--- config.mk ---
export PLATFORM = sky130hd
export DESIGN_NAME = fetch_unit
export DESIGN_NICKNAME = d
export VERILOG_FILES = /design/src/rtl/fetch_unit.sv
export SDC_FILE = /design/constraint.sdc
export NUM_CORES = 1
export LEC_CHECK = 0
export CORE_ASPECT_RATIO = 1.4
export CORE_MARGIN = 4
export CORE_UTILIZATION = 45
export DETAILED_ROUTE_END_ITERATION = 10
export PLACE_DENSITY = 0.85
export SLEW_MARGIN = 30
export SYNTH_ARGS = -nofsm -noshare
export SYNTH_HDL_FRONTEND = slang
export SYNTH_SLANG_ARGS = --single-unit
--- constraint.sdc ---
create_clock -name clk -period 3.25 [get_ports clk]
set_input_delay 0.325 -clock clk [delete_from_list [all_inputs] [get_ports clk]]
set_output_delay 0.325 -clock clk [all_outputs]
set_load 0.05 [all_outputs]
--- src/rtl/fetch_unit.sv ---
// RV32I instruction-fetch stage: PC generation, in-order fetch buffer tagged with PC,
// valid/ready handoff to decode, and redirect with discard of stale in-flight responses.
module fetch_unit #(
   parameter logic [31:0] RESET_PC = 32'h0000_0000,
   parameter int unsigned DEPTH    = 2
) (
   input  logic        clk,
   input  logic        rst_n,
   output logic        imem_req,
   output logic [31:0] imem_addr,
   input  logic        imem_gnt,
   input  logic        imem_rvalid,
   input  logic [31:0] imem_rdata,
   input  logic        redirect_valid,
   input  logic [31:0] redirect_pc,
   output logic        id_valid,
   input  logic        id_ready,
   output logic [31:0] id_inst,
   output logic [31:0] id_pc
);

   localparam int unsigned AW  = (DEPTH > 1) ? $clog2(DEPTH) : 1;
   localparam int unsigned CW  = $clog2(DEPTH) + 1;
   localparam logic [31:0] NOP = 32'h0000_0013;

   logic [31:0]      pc;
   logic [31:0]      pc_q   [DEPTH];
   logic [31:0]      inst_q [DEPTH];
   logic [DEPTH-1:0] filled_q;
   logic [AW-1:0]    head, tail, fptr;
   logic [CW-1:0]    alloc_cnt;   // entries allocated and not yet popped
   logic [CW-1:0]    unfill_cnt;  // allocated entries still waiting for data
   logic [CW-1:0]    drop_cnt;    // responses still owed for fetches killed by a redirect
   logic [CW:0]      inflight;

   logic push, pop, do_fill, do_drop, rv_owed;

   assign inflight  = {1'b0, alloc_cnt} + {1'b0, drop_cnt};
   assign imem_req  = rst_n && !redirect_valid && (inflight < (CW+1)'(DEPTH));
   assign imem_addr = pc;

   assign id_valid = !redirect_valid && (alloc_cnt != '0) && filled_q[head];
   assign id_inst  = id_valid ? inst_q[head] : NOP;
   assign id_pc    = id_valid ? pc_q[head]   : '0;

   assign push    = imem_req && imem_gnt;
   assign pop     = id_valid && id_ready;
   assign do_drop = imem_rvalid && (drop_cnt != '0);
   assign do_fill = imem_rvalid && (drop_cnt == '0) && (unfill_cnt != '0);
   assign rv_owed = imem_rvalid && ((drop_cnt != '0) || (unfill_cnt != '0));

   always_ff @(posedge clk or negedge rst_n) begin
      if (!rst_n) begin
         pc         <= RESET_PC;
         filled_q   <= '0;
         head       <= '0;
         tail       <= '0;
         fptr       <= '0;
         alloc_cnt  <= '0;
         unfill_cnt <= '0;
         drop_cnt   <= '0;
      end else if (redirect_valid) begin
         // Every unfilled entry becomes an owed response; one arriving now is already paid off.
         pc         <= {redirect_pc[31:2], 2'b00};
         filled_q   <= '0;
         head       <= '0;
         tail       <= '0;
         fptr       <= '0;
         alloc_cnt  <= '0;
         unfill_cnt <= '0;
         drop_cnt   <= drop_cnt + unfill_cnt - CW'(rv_owed);
      end else begin
         if (push) begin
            filled_q[tail] <= 1'b0;
            tail           <= tail + AW'(1);
            pc             <= pc + 32'd4;
         end
         if (do_fill) begin
            filled_q[fptr] <= 1'b1;
            fptr           <= fptr + AW'(1);
         end
         if (do_drop)
            drop_cnt <= drop_cnt - CW'(1);
         if (pop)
            head <= head + AW'(1);
         alloc_cnt  <= alloc_cnt + CW'(push) - CW'(pop);
         unfill_cnt <= unfill_cnt + CW'(push) - CW'(do_fill);
      end
   end

   // Payload storage needs no reset; validity lives in filled_q and the counters.
   always_ff @(posedge clk) begin
      if (!redirect_valid && push)
         pc_q[tail] <= pc;
      if (!redirect_valid && do_fill)
         inst_q[fptr] <= imem_rdata;
   end

   always_ff @(posedge clk) begin
      if (rst_n && imem_rvalid)
         assert (rv_owed);
   end

endmodule

==> flow_summary.json, run 1 <==
{
  "power_density_nw_per_um2": 486.1,
  "gp_congestion": 0.8800,
  "tns_ns": 0,
  "htreeDepth": 4,
  "cp-end-kind": "register",
  "cp.required_ns": 3.59,
  "grt_pass1_wl_microns": 28080,
  "drc": 0,
  "fillerInstances": 1120,
  "first_pass_iters": 5,
  "start_kind": "register",
  "grtUsageTotal": 0.2033,
  "routed_wl_microns": 17920,
  "cts_resized": 0,
  "die_area_sq_um": 18170,
  "fin_nets": 807,
  "clk_latency_ns": 0.42,
  "status": "completed",
  "cts_tree": "built",
  "avgSynthCellArea_sq_um": 12.85,
  "synth_top_area_frac": 0.5154,
  "die_width_microns": 115.1,
  "place_hpwl_microns": 12640,
  "maxCapViolations": 0,
  "ys_warn_count": 0,
  "ys.flop_type": "edfxtp_1",
  "viasPerCell": 5.543,
  "grt-ovfl-total": 0,
  "root_buffer": "clkbuf_16",
  "ir_drop_v": 0.0003191,
  "row_count": 54,
  "wire_per_inst_microns": 19.10,
  "antenna_found_initial": 1,
  "grt_max_degree": 64,
  "min_period_ns": 2.797,
  "cts_made_buffers": 17,
  "layout-drive-gt1-share": 0.1552,
  "drtAntennaViolNets": 0,
  "worstMarginPinSlew_ns": 0.8147,
  "grt_pass1_vias": 5424,
  "final_util": 0.6525,
  "hold_path_class": "primary input to asynchronous set/reset pin",
  "syn_inst": 562,
  "clk_pin_slew_worst_paths_ns": 0.06,
  "areaGrowthSynthToFinish_pct": 41.57,
  "ys_seq_area_frac": 0.6574,
  "clockBufferDepth": 2,
  "vias": 5199,
  "yosys-top-cells-area": "edfxtp_1 52%, dfrtp_1 14%, mux2i_1 8.9%",
  "io_pins": 168,
  "cts_num_sinks": 165,
  "ys_ff_latch": 165,
  "die-height_microns": 157.9,
  "synth_top_area_cell": "edfxtp_1",
  "cp.arrival_ns": 3.14,
  "synth_edf_count": 124,
  "holdWs_ns": 0.2671,
  "hold_viol": 0,
  "synthArstFlopShare": 0.2485,
  "max-slew-margin-rel": 0.4569,
  "slew_viol_final": 0,
  "clock_skew_ns": 0.007004,
  "final_common_cell": "edfxtp_1",
  "clock.fmax_ghz": 0.3575,
  "start_util": 0.4609,
  "numPortBuffers": 161,
  "path_max_fanout": 9,
  "p_leak_nw": 3.537,
  "first_iter_violations": 464,
  "rsz0062_at_grt": "no",
  "setup_viol": 0,
  "synth_area_sq_um": 7224,
  "min_period_over_period": 0.8606,
  "yosysUniqueCellTypes": 44,
  "coreArea_sq_um": 15680,
  "setup.worst_path.class": "register to register",
  "layout_common_cells": "124 x edfxtp_1, 96 x clkdlybuf4s50_1, 85 x nor2_1"
}
## registers in the layout, summed over array words and instances (netlist names)
register    cells
alloc_cnt       2
drop_cnt        2
filled_q        2
fptr            1
head            1
imem_addr      30
inst_q         64
pc_q           60
tail            1
unfill_cnt      2
## metrics by stage
stage               total power, mW  setup slack (ns)  instance area (sq um)  instances
floorplan                     2.906            0.2626                   7243        565
global placement              3.168            0.5573                   9678        904
detailed placement            3.217            0.5027                   9682        904
CTS                           5.000            0.4889                  10220        937
global route                  5.182            0.3589                  10230        938
finish                        4.972            0.4530                  10230        938
## synthesized netlist by cell type (3+ instances only)
cell type / instances
a31oi_1: 14
and3_1: 5
buf_4: 4
clkbuf_1: 23
dfrtp_1: 41
edfxtp_1: 124
ha_1: 8
inv_1: 12
mux2_2: 3
mux2i_1: 64
nand2_1: 37
nand3_1: 13
nand4_1: 16
nor2_1: 86
nor2b_1: 3
nor3_1: 4
nor4_1: 6
o211ai_1: 4
o21ai_0: 17
o31ai_1: 9
or3_1: 8
or4_1: 16
xnor2_1: 12
xor2_1: 7
## power breakdown
| part | switching (mW) | total, mW | internal, mW |
|---|---|---|---|
| Clock | 0.807 | 1.79 | 0.984 |
| Sequential | 0.122 | 2.50 | 2.38 |
| Combinational | 0.400 | 0.682 | 0.282 |
| Total | 1.33 | 4.97 | 3.64 |
## logic make-up after synthesis
logic type,Yosys count,share of synthesized area
DFF,165,0.6574
xor gates and xnor gates,19,0.02303
buffers and inverters,44,0.02529
adders and majority gates,9,0.01663
muxes,67,0.09335
AOI/OAI and AO/OA,53,0.04711
other,1,0.0005191
and+or+nand+nor,204,0.1367
## final timing paths
check	startpoint	to	slack (ns)	cells past startpoint
worst min-delay path	rst_n	alloc_cnt[0]	0.27	2
worst max-delay path	alloc_cnt[0]	imem_addr[21]	0.45	6
min in group clk	redirect_pc[3]	imem_addr[3]	0.47	3
worst min register to register	filled_q[0]	filled_q[0]	0.55	2
max in group asynchronous	rst_n	head	2.45	3
worst max register to register	alloc_cnt[0]	imem_addr[21]	0.45	6
## timing repair
| item | 4_1_cts | 5_1_grt |
|---|---|---|
| endpoints found under the hold margin | 20 | 0 |
| hold buffers | 1 | 0 |
| setup buffers | 0 | 0 |
## layer usage
layer  vias to the layer above  routed length, microns  track usage
li1                       2408                       -            -
met1                      2491                    6135       0.2145
met2                       249                    9849       0.3744
met3                        51                    1244      0.04627
met4                         0                     691       0.1023
met5                         -                       0            0
## critical path, stage by stage, from the launching register on
cell	delay [ns]
dfrtp_1	0.40
and2_1	0.16
fa_1	0.48
nand4bb_1	0.28
or4_1	0.73
or4_1	0.51
a31oi_1	0.16
## layout make-up
class | instances | area [sq um] | share of cell area
Sequential cell | 165 | 4753 | 0.4648
Timing Repair Buffer | 175 | 2321 | 0.2269
Clock buffer | 19 | 432.9 | 0.04233
Multi-Input combinational cell | 356 | 2323 | 0.2272
Inverter | 13 | 48.80 | 0.004771
Tap cell | 196 | 245.2 | 0.02398
Antenna cell | 1 | 2.502 | 0.0002447
Clock inverter | 13 | 100.1 | 0.009787
(Power assumes the default switching activity.)
==> run 2, diff against run 1 <==
- CORE_MARGIN: 4 -> 2
- SKIP_CTS_REPAIR_TIMING: unset -> 1
==> flow_summary.json, run 2 (synthesis results as in run 1) <==
{
  "largest_reg_flops": 64,
  "final_common_cell": "edfxtp_1",
  "areaGrowthSynthToFinish_pct": 42.08,
  "place_hpwl_microns": 12180,
  "grt_busiest_layer": "met2",
  "min_period_over_period": 0.8910,
  "die-height_microns": 153.9,
  "cts_made_buffers": 17,
  "min_period_ns": 2.896,
  "total_power_mw": 5.093,
  "grt_max_degree": 64,
  "met2_usage": 0.3745,
  "clk_latency_ns": 0.42,
  "power_density_nw_per_um2": 496.2,
  "grtUsageTotal": 0.2075,
  "fin_cells": 936,
  "clockBufferDepth": 2,
  "wire_per_inst_microns": 18.76,
  "seqCellArea_sq_um": 4753,
  "rsz0062_at_grt": "no",
  "worstMarginPinSlew_ns": 0.8119,
  "grt_pass1_wl_microns": 27700,
  "row_count": 54,
  "slew_viol_final": 0,
  "clk_pin_slew_worst_paths_ns": 0.06,
  "ir_drop_v": 0.0003746,
  "vias": 5252,
  "first_iter_violations": 563,
  "p_switching_mw": 1.362,
  "die_area_sq_um": 17100,
  "antenna_found_initial": 0,
  "fin_nets": 806,
  "setup_viol": 0,
  "die_width_microns": 111.1,
  "grt_pass1_vias": 5326,
  "io_pins": 168,
  "p_leak_nw": 3.562,
  "hold_path_class": "primary input to asynchronous set/reset pin",
  "clock.fmax_ghz": 0.3453,
  "cp.arrival_ns": 3.20,
  "root_buffer": "clkbuf_16",
  "max-slew-margin-rel": 0.4587,
  "htreeDepth": 4,
  "placedInstanceArea_sq_um": 9687,
  "tns_ns": 0,
  "cts_tree": "built",
  "coreArea_sq_um": 15680,
  "multi_input_comb_area_sq_um": 2323,
  "drc": 0,
  "grt-ovfl-total": 0,
  "power_frac_comb": 0.134,
  "hold_viol": 0,
  "final_area_sq_um": 10260,
  "routed_wl_microns": 17560,
  "maxCapViolations": 0,
  "met3_usage": 0.03863,
  "p_clk_frac": 0.375,
  "fillerInstances": 1092,
  "grt.met1_usage": 0.2396,
  "holdWs_ns": 0.3633,
  "layout-drive-gt1-share": 0.1568,
  "cp.required_ns": 3.55,
  "clock_skew_ns": 0.009962,
  "regMostFlops": "inst_q",
  "numPortBuffers": 161,
  "status": "completed",
  "gp_congestion": 0.8827,
  "viasPerCell": 5.611,
  "setup.worst_path.class": "register to register",
  "cts_num_sinks": 165,
  "start_kind": "register",
  "dp.cells": 903,
  "layout_common_cells": "124 x edfxtp_1, 96 x clkdlybuf4s50_1, 85 x nor2_1",
  "sequentialPowerShare": 0.491,
  "first_pass_iters": 5,
  "drtAntennaViolNets": 0,
  "n_antenna_cell": 0,
  "path_max_fanout": 6,
  "p_int_mw": 3.731,
  "start_util": 0.4609,
  "switching_share": 0.2675,
  "cp-end-kind": "register"
}
==> run 2: worst paths after layout <==
| check | start | to | slack (ns) | depth (start not counted) |
|---|---|---|---|---|
| worst max-delay path | alloc_cnt[0] | imem_addr[22] | 0.35 | 7 |
| worst min-delay path | rst_n | filled_q[0] | 0.36 | 2 |
| worst max register to register | alloc_cnt[0] | imem_addr[22] | 0.35 | 7 |
| worst min register to register | filled_q[0] | filled_q[0] | 0.54 | 2 |
| max in group asynchronous | rst_n | imem_addr[16] | 2.16 | 3 |
| min in group clk | redirect_pc[5] | imem_addr[5] | 0.47 | 3 |
==> run 2: metrics by stage <==
| step | utilization | worst slack [ns] |
|---|---|---|
| 2_1_floorplan | - | 0.2626 |
| 3_3_place_gp | 0.6177 | 0.5030 |
| 3_5_place_dp | 0.6180 | 0.3918 |
| 4_1_cts | 0.6542 | 0.3815 |
| 5_1_grt | 0.6549 | 0.1667 |
| 6_report | 0.6549 | 0.3543 |
==> run 2: power groups by stage <==
stage                     Combinational, mW  Sequential, mW  Clock [mW]
after detailed placement              0.675            2.54           0
after floorplan                       0.276            2.63           0
after global placement                0.643            2.53           0
after global routing                  0.731            2.51        2.03
after CTS                             0.681            2.50        1.95
final                                 0.681            2.50        1.91
==> run 2: critical path, cell delays in order (launching register included) <==
cell	delay [ns]
dfrtp_1	0.40
and2_1	0.16
fa_1	0.48
nand4bb_1	0.31
buf_4	0.23
nor4_1	0.68
nand4_1	0.20
mux2_2	0.31
==> run 2: cell type report <==
type	count	area share
Clock buffer	17	0.04144
Clock inverter	15	0.01390
Inverter	13	0.004754
Multi-Input combinational cell	356	0.2264
Sequential cell	165	0.4631
Tap cell	196	0.02389
Timing Repair Buffer	174	0.2266
==> run 2: routing by layer <==
| metal | routed length [microns] | up-vias |
|---|---|---|
| li1 | - | 2415 |
| met1 | 6468 | 2532 |
| met2 | 9320 | 252 |
| met3 | 1111 | 53 |
| met4 | 657 | 0 |
| met5 | 0 | - |
==> run 3, diff against run 2 <==
- GPL_TIMING_DRIVEN: unset -> 0
==> flow_summary.json, run 3 (synthesis results as in run 1) <==
{
  "grtUsageTotal": 0.2058,
  "start_util": 0.4609,
  "clock_skew_ns": 0.007298,
  "drc": 0,
  "ir_drop_v": 0.0003103,
  "fillerInstances": 1185,
  "cts_num_sinks": 165,
  "cp.required_ns": 2.92,
  "row_count": 54,
  "r2r_cells": 11,
  "routed_wl_microns": 17560,
  "cp-end-kind": "primary output",
  "slew_viol_final": 0,
  "largest_reg_flops": 64,
  "crit_buf_inv": 2,
  "grt_max_degree": 26,
  "regMostFlops": "inst_q",
  "slowest_stage": "clkdlybuf4s50_1",
  "path_delay_family": "buffers and inverters",
  "crit_cells": 5,
  "first_pass_iters": 5,
  "max-slew-margin-rel": 0.4418,
  "wire_per_inst_microns": 18.31,
  "start_kind": "register",
  "root_buffer": "clkbuf_16",
  "clockBufferDepth": 2,
  "die-height_microns": 153.9,
  "coreArea_sq_um": 15680,
  "hold_path_class": "primary input to asynchronous set/reset pin",
  "n_antenna_cell": 0,
  "fin_nets": 829,
  "worst_path_largest_cell_delay_ns": 0.81,
  "vias": 5266,
  "clk_pin_slew_worst_paths_ns": 0.06,
  "die_area_sq_um": 17100,
  "clock.fmax_ghz": 0.3149,
  "viasPerCell": 5.491,
  "drtAntennaViolNets": 0,
  "maxCapViolations": 0,
  "htreeDepth": 4,
  "hold_viol": 0,
  "antenna_found_initial": 0,
  "grt-ovfl-total": 0,
  "die_width_microns": 111.1,
  "dp_slack_ns": -0.3493,
  "final.setup.worst_slack_ns": 0.07409,
  "final_common_cell": "edfxtp_1",
  "gp_congestion": 0.8748,
  "numPortBuffers": 161,
  "path_max_fanout": 10,
  "layout-drive-gt1-share": 0.07077,
  "cts_tree": "built",
  "clk_latency_ns": 0.42,
  "setup_viol": 0,
  "first_iter_violations": 375,
  "worstMarginPinSlew_ns": 0.8296,
  "grt_pass1_wl_microns": 27510,
  "setup.worst_path.class": "register to primary output",
  "place_hpwl_microns": 12520,
  "worstPathCellList": "mux2i_1 -> or3_4 -> clkbuf_1 -> nor2_1 -> clkdlybuf4s50_1",
  "final_area_sq_um": 10000,
  "cp.arrival_ns": 2.85,
  "placedInstanceArea_sq_um": 9230,
  "status": "completed",
  "p_leak_nw": 4.297,
  "areaGrowthSynthToFinish_pct": 38.41,
  "grt_pass1_vias": 5249,
  "io_pins": 168,
  "min_period_ns": 3.176,
  "power_density_nw_per_um2": 528.4,
  "min_period_over_period": 0.9772,
  "layout_common_cells": "124 x edfxtp_1, 107 x clkdlybuf4s50_1, 85 x nor2_1",
  "cts_made_buffers": 17
}
==> run 3: cell count changes in the layout (fill, tap and decap cells not counted), moves of 3 or more <==
cell and change:
buf_12 -60, buf_4 -9, bufinv_16 +3, clkbuf_1 +20, clkdlybuf4s50_1 +11, dlymetal6s2s_1 +53
==> run 3: path summary, 6_finish.rpt <==
| check | start | end | slack [ns] |
|---|---|---|---|
| setup / recovery | head | id_pc[6] | 0.07 |
| hold / removal | rst_n | unfill_cnt[1] | 0.39 |
| max in group asynchronous | rst_n | head | 2.36 |
| min in group clk | redirect_pc[2] | imem_addr[2] | 0.47 |
| setup reg to reg | alloc_cnt[0] | unfill_cnt[1] | 0.22 |
| hold reg to reg | filled_q[1] | filled_q[1] | 0.54 |
==> run 3: through the flow <==
stage          power, mW  cells  setup TNS (ns)  hold slack [ns]  utilization
2_1_floorplan      2.906    565               0          0.02941            -
5_1_grt            5.460    959         -0.1382           0.4235       0.6379
3_5_place_dp       3.206    928          -9.848           0.3013       0.5888
3_3_place_gp       3.172    922         -142.31           0.5170       0.5805
4_1_cts            5.302    960          -40.25          -0.1480       0.6288
6_report           5.284    959               0           0.3879       0.6379
==> run 3: where the power goes <==
part           internal, mW  switching (mW)
logic                 0.282           0.390
registers              2.38           0.119
clock network          1.29           0.824
total                  3.95            1.33
==> run 3: layer usage <==
layer | share of wire | vias up | track usage | wire (microns)
met5 | 0 | - | 0 | 0
met4 | 0.040 | 0 | 0.09171 | 705
met3 | 0.057 | 48 | 0.04139 | 1004
met2 | 0.51 | 227 | 0.3561 | 9008
met1 | 0.39 | 2543 | 0.2499 | 6837
li1 | - | 2448 | - | -
==> run 3: cell type report <==
class | count | area [sq um] | area share
Inverter | 13 | 48.80 | 0.004880
Clock buffer | 17 | 425.4 | 0.04254
Sequential cell | 165 | 4751 | 0.4751
Clock inverter | 15 | 201.4 | 0.02015
Buffer | 29 | 127.6 | 0.01276
Tap cell | 196 | 245.2 | 0.02452
Timing Repair Buffer | 168 | 1871 | 0.1871
Multi-Input combinational cell | 356 | 2330 | 0.2330
